**src/rtl/cmp_sweep_pkg.sv**
```systemverilog
// Shared types and constants for the 2-bit comparator sweep controller.
package cmp_sweep_pkg;

  typedef enum logic [2:0] {
    IDLE,
    DRIVE,
    WAIT,
    SAMPLE,
    FIN
  } state_t;

  localparam int NUM_VEC = 16;
  localparam logic [3:0] LAST_IDX = 4'(NUM_VEC - 1);

  localparam int GT_EXP = 6;
  localparam int EQ_EXP = 4;
  localparam int LT_EXP = 6;

  // Ideal comparator response {A>B, A==B, A<B} for a 4-bit vector index {A,B}.
  function automatic logic [2:0] exp_flags(input logic [3:0] idx);
    logic [1:0] a;
    logic [1:0] b;
    a = idx[3:2];
    b = idx[1:0];
    return {a > b, a == b, a < b};
  endfunction

endpackage

```
**src/rtl/dwell_timer.sv**
```systemverilog
// Settle-time countdown: load takes value, expired is high on the last of value cycles.
// expired is purely state-derived; value of 0 must be avoided by the caller.
module dwell_timer #(
  parameter int W = 8
) (
  input  logic         clk,
  input  logic         rst,
  input  logic         load,
  input  logic [W-1:0] value,
  output logic         expired
);

  logic [W-1:0] cnt;

  always_ff @(posedge clk or posedge rst) begin
    if (rst) begin
      cnt <= '0;
    end else if (load) begin
      cnt <= value;
    end else if (cnt != '0) begin
      cnt <= cnt - W'(1);
    end
  end

  assign expired = (cnt == W'(1));

endmodule

```
**src/rtl/cmp_sweep_ctrl.sv**
```systemverilog
// Exhaustive 16-vector sweep of a 2-bit comparator with per-category and error tallies.
// Done arrives 16*(dwell+2)+1 cycles after start; start is ignored while busy.
module cmp_sweep_ctrl
  import cmp_sweep_pkg::*;
#(
  parameter int DWELL_W = 8
) (
  input  logic               clk,
  input  logic               rst,
  input  logic               start,
  input  logic [DWELL_W-1:0] dwell,
  output logic [1:0]         a_o,
  output logic [1:0]         b_o,
  input  logic               r_i,
  input  logic               g_i,
  input  logic               b_i,
  output logic               busy,
  output logic               done,
  output logic               pass,
  output logic [4:0]         gt_cnt,
  output logic [4:0]         eq_cnt,
  output logic [4:0]         lt_cnt,
  output logic [4:0]         err_cnt
);

  state_t             state;
  state_t             state_nxt;
  logic [3:0]         idx;
  logic [DWELL_W-1:0] dwell_q;
  logic               tmr_load;
  logic               tmr_expired;
  logic [2:0]         flags;

  assign flags = {r_i, g_i, b_i};

  dwell_timer #(.W(DWELL_W)) u_dwell_timer (
    .clk     (clk),
    .rst     (rst),
    .load    (tmr_load),
    .value   (dwell_q),
    .expired (tmr_expired)
  );

  always_ff @(posedge clk or posedge rst) begin
    if (rst) state <= IDLE;
    else     state <= state_nxt;
  end

  always_comb begin
    state_nxt = state;
    tmr_load  = 1'b0;
    case (state)
      IDLE:    if (start) state_nxt = DRIVE;
      DRIVE: begin
        tmr_load  = 1'b1;
        state_nxt = WAIT;
      end
      WAIT:    if (tmr_expired) state_nxt = SAMPLE;
      SAMPLE:  state_nxt = (idx == LAST_IDX) ? FIN : DRIVE;
      FIN:     state_nxt = IDLE;
      default: state_nxt = IDLE;
    endcase
  end

  always_ff @(posedge clk or posedge rst) begin
    if (rst) begin
      dwell_q <= '0;
      idx     <= '0;
      gt_cnt  <= '0;
      eq_cnt  <= '0;
      lt_cnt  <= '0;
      err_cnt <= '0;
      pass    <= 1'b0;
    end else begin
      case (state)
        IDLE: begin
          if (start) begin
            dwell_q <= (dwell == '0) ? DWELL_W'(1) : dwell;
            idx     <= '0;
            gt_cnt  <= '0;
            eq_cnt  <= '0;
            lt_cnt  <= '0;
            err_cnt <= '0;
            pass    <= 1'b0;
          end
        end
        SAMPLE: begin
          // A non-one-hot response counts only as an error, never as a category hit.
          if ($onehot(flags)) begin
            if (flags[2]) gt_cnt <= gt_cnt + 5'd1;
            if (flags[1]) eq_cnt <= eq_cnt + 5'd1;
            if (flags[0]) lt_cnt <= lt_cnt + 5'd1;
            if (flags != exp_flags(idx)) err_cnt <= err_cnt + 5'd1;
          end else begin
            err_cnt <= err_cnt + 5'd1;
          end
          if (idx != LAST_IDX) idx <= idx + 4'd1;
        end
        FIN:     pass <= (err_cnt == 5'd0);
        default: ;
      endcase
    end
  end

  assign a_o  = idx[3:2];
  assign b_o  = idx[1:0];
  assign busy = (state != IDLE);
  assign done = (state == FIN);

endmodule

```
**config.mk**
```make
export PLATFORM = sky130hd
export DESIGN_NAME = cmp_sweep_ctrl
export DESIGN_NICKNAME = d
export VERILOG_FILES = /design/src/rtl/cmp_sweep_pkg.sv /design/src/rtl/dwell_timer.sv /design/src/rtl/cmp_sweep_ctrl.sv
export SDC_FILE = /design/constraint.sdc
export NUM_CORES = 1
export LEC_CHECK = 0
export ABC_AREA = 1
export CORE_ASPECT_RATIO = 1.1
export CORE_MARGIN = 4
export CORE_UTILIZATION = 50
export CTS_BUF_LIST = sky130_fd_sc_hd__clkbuf_2 sky130_fd_sc_hd__clkbuf_4 sky130_fd_sc_hd__clkbuf_8
export CTS_CLUSTER_DIAMETER = 100
export DETAILED_ROUTE_END_ITERATION = 10
export PLACE_DENSITY = 0.78
export SLEW_MARGIN = 20
export SYNTH_ARGS = -nofsm -noshare
export SYNTH_HDL_FRONTEND = slang
export SYNTH_SLANG_ARGS = --single-unit
```
**constraint.sdc**
```tcl
create_clock -name clk -period 1.45 [get_ports clk]
set_input_delay 0.29 -clock clk [delete_from_list [all_inputs] [get_ports clk]]
set_output_delay 0.29 -clock clk [all_outputs]
set_load 0.02 [all_outputs]
```
; Word level (Yosys, flattened, before mapping)
; Index checks and enable logic that the tools add are counted.
[classes]
add_sub_neg = 8
magnitude_cmp = 2
n_eq_ne = 18
mux = 26
n_reduce_logical = 16
[op_table]
columns = op, count
row1 = 5-bit two-way mux, 9
row2 = 5-bit case mux with 2 select lines, 4
row3 = 8-bit two-way mux, 3
row4 = "5-bit by 1-bit adder with 5-bit output, second input constant", 4
row5 = "2-bit inequality test, second input constant", 7
row6 = 3-bit case mux with 4 select lines, 1
row7 = 4-bit AND reduction, 3
row8 = 3-bit two-way mux, 3
row9 = "8-bit by 1-bit equality test with 1-bit output, second input constant", 1
row10 = 8-bit logical NOT, 1
row11 = 4-bit two-way mux, 2
row12 = 4-bit case mux with 2 select lines, 1
row13 = 8-bit nonzero test, 1
row14 = "8-bit by 1-bit subtractor with 8-bit output, second input constant", 1
row15 = "3-bit by 2-bit equality test with 1-bit output, second input constant", 2
row16 = 2-bit AND reduction, 3
row17 = 3-bit AND reduction, 2
row18 = 2-bit nonzero test, 3
row19 = 5-bit logical NOT, 1
row20 = "4-bit by 1-bit adder with 4-bit output, second input constant", 1
row21 = "4-bit equality test, second input constant", 1
row22 = "4-bit inequality test, second input constant", 1
row23 = "3-bit by 1-bit equality test with 1-bit output, second input constant", 1
row24 = "3-bit equality test, second input constant", 1
row25 = 12 further kinds, 13
[word_totals]
register_bits = 44
inputBits = 14
out_inout_bits = 27
word_cells = 79

; Depth between registers and ports, before layout
; Gate-level depths: netlist of the first run.
[logic_depth]
depth_word = 5
depth_mapped = 12
mapped_depth_nobuf = 12

; Modules after synthesis
; Synthesis of the first run repeated with hierarchy kept, for this count alone.
[unflattened]
cells_unflattened = 337
hier_area_um2 = 2612.5
[by_module_without_submodules]
columns = mod, instances, cells_each, area_each_um2, seq_area_each_um2
row1 = cmp_sweep_ctrl, 1, 257, 2037.0, 900.9
row2 = dwell_timer, 1, 80, 575.6, 200.2

; Least setup slack after synthesis of the first run
; OpenSTA, ideal clock, no wires.
[synth_path]
path_type = flip-flop to flip-flop
start = reg idx[2]
end = reg err_cnt[2]
setup_ps = 65
arrival_time_ps = 1482
t_required_ps = 1385
setup_slack_ps = -97
path_stages_with_launch = 12
path_buffers = 0
period_less_slack_ps = 1547
path_cell_list = dfrtp_1 inv_1 ha_1 nand2_1 nand2_1 nand2_1 nand2_1 nor2_2 nand2_2 nand2_4 nand2_1 nand2_1
[synth_via]
elab_chain_cells = 4
elab_cells_between_ends = 6
classes_between = order compare (2) / eq/ne (3) / reduce/logical (1)
[synth_rtl]
columns = element, line_no
row1 = from (decl), cmp_sweep_ctrl.sv:28  ; logic [3:0] idx;
row2 = from (signal assigned), cmp_sweep_ctrl.sv:97  ; if (idx != LAST_IDX) idx <= idx + 4'd1;
row3 = "2-bit < comparator, or another cell as far along", cmp_sweep_pkg.sv:25  ; return {a > b, a == b, a < b};
row4 = 3-bit inequality test (*), cmp_sweep_ctrl.sv:93  ; if (flags != exp_flags(idx)) err_cnt <= err_cnt + 5'd1;
row5 = 3-bit inequality test (no line) (*), n/a
row6 = 3-bit AND reduction (no line) (*), n/a
row7 = to (signal assigned), cmp_sweep_ctrl.sv:93
row8 = to (signal assigned), cmp_sweep_ctrl.sv:95  ; err_cnt <= err_cnt + 5'd1;
row9 = to (decl), cmp_sweep_ctrl.sv:23  ; output logic [4:0] err_cnt
; Every way passes the cells marked *; elsewhere a longest branch is shown, timed or not.
; A chain may end at the register's enable or synchronous reset.

; Worst setup path in the final report of the first run
[layout_path]
start = reg state[1]
end = out busy
[layout_via]
elab_chain_cells = 1
[layout_rtl]
columns = element, line_no
row1 = from (decl), cmp_sweep_ctrl.sv:26  ; state_t state;
row2 = from (signal assigned), cmp_sweep_ctrl.sv:46  ; else state <= state_nxt;
row3 = 3-bit nonzero test, cmp_sweep_ctrl.sv:107  ; assign busy = (state != IDLE);
row4 = to (decl), cmp_sweep_ctrl.sv:17  ; output logic busy,
; No other way between the ends.

==> key figures, run 1 <==
Placed design
  • Setup WS pre-CTS: -582 ps
  • Placed Cells: 463
  • Routability cong.: 0.857
  • Port buffer count: 40
  • Dpl hpwl: 4450 um

Yosys
  • FFs w/ async S/R, synth: 100%
  • Netlist cell types: 32
  • Post-synthesis sequential area ratio: between 40 and 50%
  • Post-synth net total: roughly 360
  • Mapped Avg Cell Area: between 7 and 8 um2
  • Post-synth EDFFs: 0
  • Register bit count reported by yosys: 44
  • Cell count after synthesis: 331
  • Area of the mapped netlist: 2590 um2
  • Yosys warnings: 0
  • Ys flop type: dfrtp_1

Worst setup path
  • Crit-path max cell delay: 440 ps
  • Reg2reg start: idx[3]$_DFFE_PP0P_
  • CP Launch Type: flop
  • Worst Path Required: around 1200 ps
  • Worst setup path class: reg2out
  • Worst setup endpoint: busy
  • Worst Reg-to-Reg Cells: 9
  • Crit-path max FO: 3
  • R2R Path End: err_cnt[0]$_DFFE_PP0P_
  • Most Frequent Cell on Critical Path: buf_6
  • Worst R2R Setup Slack: -120 ps
  • Crit-path cells: buf_6 > nor3_4 > inv_2 > buf_6
  • Worst setup EP type: primary output
  • CP Data Arrival Time: about 1300 ps
  • Slowest CP cell: dfrtp_1
  • Start point of the critical path: state[1]$_DFFE_PP0P_

Routing
  • DR iter-0 viols: 203
  • WL final: between 7000 and 8000 um
  • Antenna-violating nets left: 0
  • Vias: approximately 2,600
  • Via density: between 5 and 6
  • WL/cell: ~16 um
  • Residual DRC count: 0
  • DRT Pass-1 Iters: 4

Floorplan
  • Core Footprint: 5000 um2
  • Initial Utilization: 51.7%
  • Row count: 27
  • Die height: approximately 83 um
  • Top Ports: 41
  • Die area: between 6000 and 7000 um2
  • Die W: 76.6 um

Finish
  • Layout area overhead: 49.7%
  • Commonest non-fill, non-tap cell in the layout: nand2_1
  • Multi-input gate area: 1620 um2
  • Fin nets: approximately 450
  • Most frequent cells in the layout: nand2_1, dfrtp_1, buf_4, nor2_1, inv_1
  • Layout fillers: 324
  • Final Non-Filler Cells: 481
  • Proportion of layout cells with a drive suffix above 1: between 30% and 40%
  • Register Area: 1110 um2
  • Diodes inserted: 0

Clock network
  • Clk slew on worst S/H paths: roughly 90 ps
  • CTS H-Tree Depth: 2
  • CTS tree: done
  • Clock sink count: 44
  • Skew-Pair Late Insertion Delay: 310 ps
  • CTS buffer count: 5
  • Root Buffer: clkbuf_8
  • Max clock buf depth: 2

Global route
  • GRT Total Usage: ~22%
  • Largest net degree at the start of global routing: 45
  • Vias in the first global route: 2,499
  • Met2 Track Usage GR: between 40% and 50%
  • Met1 global-route usage: 26.9%
  • Initial antenna violation count: 0
  • Most Crowded Layer GR: met2
  • First-pass GRT wire length: 11,600 um
  • Gr ovfl total: 0
  • GR Layer Usage met3: approximately 3.1%

STA
  • Relative slew slack: 78.9%
  • Unrepaired setup endpoints after global routing: yes
  • Final Hold Fails: 0
  • Pins over their slew limit: 0
  • Fmax achieved: 0.615 GHz
  • Tmin final: 1620 ps
  • Layout Skew: roughly 7.9 ps
  • Slew @ Worst Pin: 315 ps
  • Period utilization: 112%
  • Final setup vio count: 32
  • Fin worst setup slack: -175 ps

Run
  • MaxCap Viol Count: 0

Outcome
  • Violated checks: negative setup slack
  • Outcome: complete, but fails checks

Hold path
  • Worst min-delay path class: in2async

Power and ir drop
  • Leak Pwr: 0.00198 uW
  • Power density over the cells: slightly below 2000 nW/um2
  • Peak supply drop: 1.30 mV
## metal layers
| layer | vias up | wire length [um] |
|---|---|---|
| li1 | 1227 | - |
| met1 | 1264 | 2970 |
| met2 | 93 | 4220 |
| met3 | 28 | 344 |
| met4 | 0 | 315 |
| met5 | - | 0 |
## worst min-delay path by stage
| stage | from | endpoint | slack [ps] | cells after the start |
|---|---|---|---|---|
| 4_1_cts | rst | eq_cnt[2]$_DFFE_PP0P_ | 380 | 3 |
| 3_5_place_dp | dwell_q[6]$_DFFE_PP0P_ | dwell_q[6]$_DFFE_PP0P_ | 470 | 2 |
| 5_1_grt | rst | eq_cnt[2]$_DFFE_PP0P_ | 400 | 3 |
| 3_3_place_gp | dwell_q[6]$_DFFE_PP0P_ | dwell_q[6]$_DFFE_PP0P_ | 470 | 2 |
| 6_report | rst | u_dwell_timer.cnt[0]$_DFFE_PP0P_ | 360 | 3 |
| 2_1_floorplan | dwell[1] | dwell_q[1]$_DFFE_PP0P_ | 400 | 2 |
## sequential cells by signal, indices dropped and copies added, names as in the netlist
signal,cells
err_cnt,5
u_dwell_timer.cnt,8
dwell_q,8
gt_cnt,5
lt_cnt,5
eq_cnt,5
state,3
idx,4
pass,1
## synth_stat cells, types with 2 or more instances
| master | n | area (um2) |
|---|---|---|
| xnor2_1 | 2 | 17.5 |
| a21oi_1 | 4 | 20.0 |
| ha_1 | 11 | 138 |
| nand3_1 | 26 | 130 |
| o21ai_2 | 2 | 17.5 |
| o21ai_1 | 5 | 25.0 |
| o21ai_4 | 2 | 32.5 |
| nor2_1 | 34 | 128 |
| nand2_2 | 7 | 43.8 |
| inv_2 | 5 | 18.8 |
| inv_1 | 36 | 135 |
| nand4_1 | 4 | 25.0 |
| nand2_1 | 98 | 368 |
| buf_4 | 2 | 15.0 |
| nor2_2 | 5 | 31.3 |
| dfrtp_1 | 44 | 1100 |
| a211oi_1 | 2 | 15.0 |
| xor2_1 | 11 | 96.3 |
| buf_6 | 2 | 22.5 |
| nand2_4 | 2 | 22.5 |
| nor3_1 | 3 | 15.0 |
| o21ai_0 | 14 | 70.1 |
## repair_timing
action / 4_1_cts / 5_1_grt
pin swaps: 16 / 34
hold buffers: 0 / 0
buffers inserted: 7 / 4
gates cloned: 0 / 1
setup endpoints to repair: 59 / 44
resized for setup: 69 / 83
## critical path: cells and delay by family, from the launching register on
kind                   cells  cell delay (ps)
and+or+nand+nor            1              220
buffers and inverters      3              370
DFF                        1              440
## cell families (layout without fill, tap and decap cells)
group | Yosys count | after routing | synth area share [%]
DFF | 44 | 44 | 42.6
xor gates and xnor gates | 13 | 13 | 4.40
AOI/OAI and AO/OA | 34 | 34 | 8.56
adders and majority gates | 12 | 12 | 6.10
and+or+nand+nor | 182 | 182 | 30.8
buffers and inverters | 46 | 138 | 7.60
## report_power, final
group	switching, uW	leakage (uW)	total (uW)	internal (uW)
Combinational	2730	0.00136	4600	1870
Clock	453	0.0000586	984	531
Sequential	278	0.000566	1890	1610
## per-stage QoR
step	setup TNS (ps)	total power (uW)	instance area [um2]	util, %	hold WS [ps]
finish	-2390	7470	3870	77.4	356
global route	-4150	7950	3870	77.4	398
CTS	-305	6500	3560	71.3	378
detailed placement	-11020	5180	3350	67.0	475
global placement	-10520	5080	3350	67.0	469
floorplan	-52.9	3950	2600	-	400
## final cells by class
cell class                 instances  area share (%)
timing repair buffer              89            20.3
clock inverter                     2           0.905
multi-input combinational        241            41.9
inverter                          41            4.46
clock buffer                       6            1.97
sequential                        44            28.6
tap                               58            1.87
Note: power is estimated with default switching activity, not from simulation.
==> run 2: changes to the inputs <==
--- a/config.mk
+++ b/config.mk
@@ -6,7 +6,7 @@
 export NUM_CORES = 1
 export LEC_CHECK = 0
 export ABC_AREA = 1
-export CORE_ASPECT_RATIO = 1.1
+export CAP_MARGIN = 20
 export CORE_MARGIN = 4
 export CORE_UTILIZATION = 50
 export CTS_BUF_LIST = sky130_fd_sc_hd__clkbuf_2 sky130_fd_sc_hd__clkbuf_4 sky130_fd_sc_hd__clkbuf_8
==> key figures, run 2 (synthesis results as in run 1) <==
Outcome
  • Outcome: complete, but fails checks
  • Violated checks: negative setup slack

Routing
  • Antenna-violating nets left: 0
  • DR iter-0 viols: 145
  • Vias: 2,546
  • WL final: 7190 um
  • Residual DRC count: 0
  • WL/cell: between 10 and 15 um
  • Via density: between 5 and 6
  • DRT Pass-1 Iters: 5

Finish
  • Final Non-Filler Cells: 488
  • Biggest regs: dwell_q (8), u_dwell_timer.cnt (8)
  • Commonest non-fill, non-tap cell in the layout: nand2_1
  • Proportion of layout cells with a drive suffix above 1: 34.2%
  • Post-layout util: between 70% and 80%
  • Layout area overhead: 45.9%
  • Fin nets: between 400 and 500
  • Fin area: ~3800 um2
  • Most frequent cells in the layout: nand2_1, dfrtp_1, buf_4, nor2_1, inv_1
  • Diodes inserted: 0

Power and ir drop
  • P_sw: 3250 uW
  • Int Pwr: around 3700 uW
  • Comb power frac: 61.5%
  • Switching portion of total power: between 40 and 50%
  • Peak supply drop: around 1.0 mV
  • Leak Pwr: approximately 0.0019 uW
  • Clk pwr share: 11.6%
  • Power density over the cells: 1850 nW/um2
  • Seq pwr share: 26.9%

Floorplan
  • Die area: 6390 um2
  • Row count: 25
  • Initial Utilization: 53.0%
  • Die W: 79.9 um
  • Top Ports: 41
  • Core Footprint: ~4900 um2
  • Die height: 79.9 um

Global route
  • First-pass GRT wire length: 10,600 um
  • Gr ovfl total: 0
  • Largest net degree at the start of global routing: 45
  • Vias in the first global route: approximately 2,400
  • Initial antenna violation count: 0
  • GRT Total Usage: approximately a fifth

Clock network
  • CTS tree: done
  • Max clock buf depth: 2
  • CTS H-Tree Depth: 2
  • Skew-Pair Late Insertion Delay: 300 ps
  • # hold bufs at CTS: 0
  • Clock sink count: 44
  • Clk slew on worst S/H paths: 90 ps
  • CTS buffer count: 5
  • Root Buffer: clkbuf_8

Hold path
  • Worst min-delay path class: in2async

Worst setup path
  • CP Data Arrival Time: 1270 ps
  • Worst Path Required: 1160 ps
  • CP Launch Type: flop
  • Worst setup path class: reg2out
  • Worst setup EP type: primary output
  • Crit-path max FO: 4

STA
  • Fmax achieved: 0.640 GHz
  • Final setup vio count: 25
  • Min Hold Slack: 355 ps
  • Unrepaired setup endpoints after global routing: yes
  • Period utilization: 108%
  • Post-route setup TNS: -972 ps
  • Layout Skew: roughly 8 ps
  • Relative slew slack: 82.4%
  • Slew @ Worst Pin: 263 ps
  • Pins over their slew limit: 0
  • Final Hold Fails: 0
  • Tmin final: approximately 1600 ps
  • Fin worst setup slack: -113 ps

Placed design
  • Routability cong.: 0.842
  • DP Area: 3360 um2
  • Dpl hpwl: 4510 um
  • Placed Cells: 473
  • Port buffer count: 40

Run
  • MaxCap Viol Count: 0
[run 2: final timing paths]
path / cells after the start / from / end / slack, ps
max: 4 / state[1]$_DFFE_PP0P_ / busy / -110
max reg2reg: 10 / idx[3]$_DFFE_PP0P_ / err_cnt[1]$_DFFE_PP0P_ / -60
min in group clk: 2 / dwell_q[6]$_DFFE_PP0P_ / dwell_q[6]$_DFFE_PP0P_ / 520
max in group asynchronous: 3 / rst / idx[0]$_DFFE_PP0P_ / 860
min reg2reg: 2 / dwell_q[6]$_DFFE_PP0P_ / dwell_q[6]$_DFFE_PP0P_ / 520
min: 3 / rst / u_dwell_timer.cnt[1]$_DFFE_PP0P_ / 360
[run 2: metal layers]
metal | track usage (%) | up-vias | share of wire, %
li1 | - | 1221 | -
met1 | 25.6 | 1216 | 41
met4 | 5.57 | 0 | 2.6
met2 | 37.6 | 83 | 52
met5 | 0 | - | 0
met3 | 4.29 | 26 | 4.8
[run 2: area by class of cell]
type,instances,area (um2)
multi-input combinational,241,1570
sequential,44,1110
fill,331,1110
timing repair buffer,87,762
inverter,41,161
clock buffer,7,83.8
tap,67,83.8
clock inverter,1,5.00
[run 2: worst max-delay path: stages (launching register included)]
cell and delay, ps:
dfrtp_1 410, buf_6 140, nor3_4 210, inv_2 70
buf_6 130
[run 2: what timing repair did]
item                       CTS  global route
buffers inserted             1             9
resized for setup           66            77
setup endpoints to repair   53            42
pin swaps                   10            30
[run 2: through the flow]
stage                     setup WS, ps  total power (uW)
after floorplan                  -11.8              3950
after global placement            -558              5060
after detailed placement          -596              5180
after CTS                         -167              6150
after global routing              -174              7440
final                             -113              6990
[run 2: power by group through the flow]
stage	clock, uW	sequential, uW	combinational, uW
after floorplan	0	2030	1920
after global placement	0	1840	3230
after detailed placement	0	1850	3330
after CTS	804	1830	3510
after global routing	869	1920	4650
final	810	1880	4300
==> run 3: changes to the inputs <==
--- a/config.mk
+++ b/config.mk
@@ -13,6 +13,7 @@
 export CTS_CLUSTER_DIAMETER = 100
 export DETAILED_ROUTE_END_ITERATION = 10
 export PLACE_DENSITY = 0.78
+export SKIP_CTS_REPAIR_TIMING = 1
 export SLEW_MARGIN = 20
 export SYNTH_ARGS = -nofsm -noshare
 export SYNTH_HDL_FRONTEND = slang
==> key figures, run 3 (synthesis results as in run 1) <==
Power and ir drop
  • P_sw: 3260 uW
  • Peak supply drop: 1.09 mV
  • Int Pwr: 3830 uW
  • Power density over the cells: 1830 nW/um2
  • Switching portion of total power: 46.0%
  • Final Power: 7100 uW
  • Seq pwr share: 26.2%
  • Comb power frac: 62.6%
  • Clk pwr share: between 10% and 20%
  • Leak Pwr: 0.00230 uW

Routing
  • DRT Pass-1 Iters: 5
  • Residual DRC count: 0
  • DR iter-0 viols: 189
  • Via density: approximately 5.3
  • WL/cell: 14.9 um
  • Antenna-violating nets left: 0
  • Vias: 2,574
  • WL final: 7270 um

Worst setup path
  • Worst setup EP type: primary output
  • Worst Path Required: 1160 ps
  • Slowest CP cell: dfrtp_1
  • Worst setup path class: reg2out
  • Most Frequent Cell on Critical Path: buf_6
  • CP Data Arrival Time: around 1300 ps
  • CP Launch Type: flop
  • Crit-path max FO: 4
  • Crit-path cells: buf_6 > nor3_4 > inv_2 > buf_6
  • Crit-path max cell delay: 420 ps

Global route
  • Vias in the first global route: 2,331
  • First-pass GRT wire length: 10,200 um
  • Gr ovfl total: 0
  • GRT Total Usage: 20.2%
  • Initial antenna violation count: 0
  • Largest net degree at the start of global routing: 45

Clock network
  • CTS buffer count: 5
  • Clk slew on worst S/H paths: about 80 ps
  • Clock sink count: 44
  • CTS H-Tree Depth: 2
  • Root Buffer: clkbuf_8
  • Skew-Pair Late Insertion Delay: 300 ps
  • Max clock buf depth: 2
  • CTS tree: done

Finish
  • Fin nets: 445
  • Proportion of layout cells with a drive suffix above 1: around a third
  • Biggest regs: dwell_q (8), u_dwell_timer.cnt (8)
  • Commonest non-fill, non-tap cell in the layout: nand2_1
  • Diodes inserted: 0
  • Fin area: 3880 um2
  • Most frequent cells in the layout: nand2_1, dfrtp_1, buf_4, nor2_1, inv_1
  • Layout fillers: 291
  • Layout area overhead: 50.1%
  • Final Non-Filler Cells: approximately 490
  • Post-layout util: 79.5%

Placed design
  • DP Area: 3360 um2
  • Routability cong.: 0.842
  • Placed Cells: 473
  • Port buffer count: 40
  • Dpl hpwl: 4510 um
  • Setup WS pre-CTS: -596 ps

STA
  • Final setup vio count: 20
  • Tmin final: 1570 ps
  • Layout Skew: 4.14 ps
  • Relative slew slack: 80.4%
  • Fin worst setup slack: -119 ps
  • Slew @ Worst Pin: 293 ps
  • Pins over their slew limit: 0
  • Unrepaired setup endpoints after global routing: yes
  • Fmax achieved: 0.637 GHz
  • Period utilization: 108%
  • Final Hold Fails: 0

Outcome
  • Violated checks: negative setup slack
  • Outcome: complete, but fails checks

Floorplan
  • Die W: 79.9 um
  • Top Ports: 41
  • Row count: 25
  • Die height: 79.9 um
  • Die area: 6390 um2
  • Initial Utilization: a little over half
  • Core Footprint: 4880 um2

Run
  • MaxCap Viol Count: 0

Hold path
  • Worst min-delay path class: in2async
==> run 3: changes by cell type in the layout (fill, tap and decap cells not counted), sizes merged <==
cell / previous run / this run
dlygate4sd2: 21 / 0
clkdlybuf4s15: 1 / 0
buf: 53 / 47
dlymetal6s2s: 0 / 27
==> run 3: worst paths after layout <==
path,from,cells past startpoint,endpoint,slack [ps]
max,state[1]$_DFFE_PP0P_,4,busy,-120
min,rst,3,eq_cnt[3]$_DFFE_PP0P_,350
max reg2reg,idx[3]$_DFFE_PP0P_,10,err_cnt[2]$_DFFE_PP0P_,-60
min reg2reg,dwell_q[0]$_DFFE_PP0P_,2,dwell_q[0]$_DFFE_PP0P_,520
max in group asynchronous,rst,3,idx[0]$_DFFE_PP0P_,860
min in group clk,dwell_q[0]$_DFFE_PP0P_,2,dwell_q[0]$_DFFE_PP0P_,520
==> run 3: critical path, delay by kind of cell (launching register included) <==
| kind | cells | cell delay (ps) |
|---|---|---|
| DFF | 1 | 420 |
| buffers and inverters | 3 | 350 |
| and+or+nand+nor | 1 | 210 |
==> run 3: final cells by class <==
cell class	instances	area (um2)	share of cell area, %
Tap cell	67	83.8	2.16
Inverter	41	164	4.22
Sequential cell	44	1110	28.5
Clock buffer	7	83.8	2.16
Clock inverter	1	5.00	0.129
Timing Repair Buffer	86	863	22.2
Multi-Input combinational cell	241	1580	40.6
==> run 3: through the flow <==
step	TNS, ps	hold WS [ps]
3_3_place_gp	-10250	468
4_1_cts	-9400	370
2_1_floorplan	-52.9	400
6_report	-668	352
5_1_grt	-2800	385
3_5_place_dp	-10750	473
==> run 3: power groups by stage <==
stage	combinational, uW	clock (uW)	sequential (uW)
floorplan	1920	0	2030
finish	4440	798	1860
global route	4780	862	1900
global placement	3230	0	1840
detailed placement	3330	0	1850
CTS	3360	804	1830
==> run 3: per-layer routing <==
| metal | global-route usage (%) | vias up | share of wire, % |
|---|---|---|---|
| met3 | 4.18 | 20 | 4.2 |
| met5 | 0 | - | 0 |
| met2 | 35.3 | 74 | 54 |
| met1 | 25.2 | 1253 | 40 |
| met4 | 5.41 | 0 | 2.4 |
| li1 | - | 1227 | - |
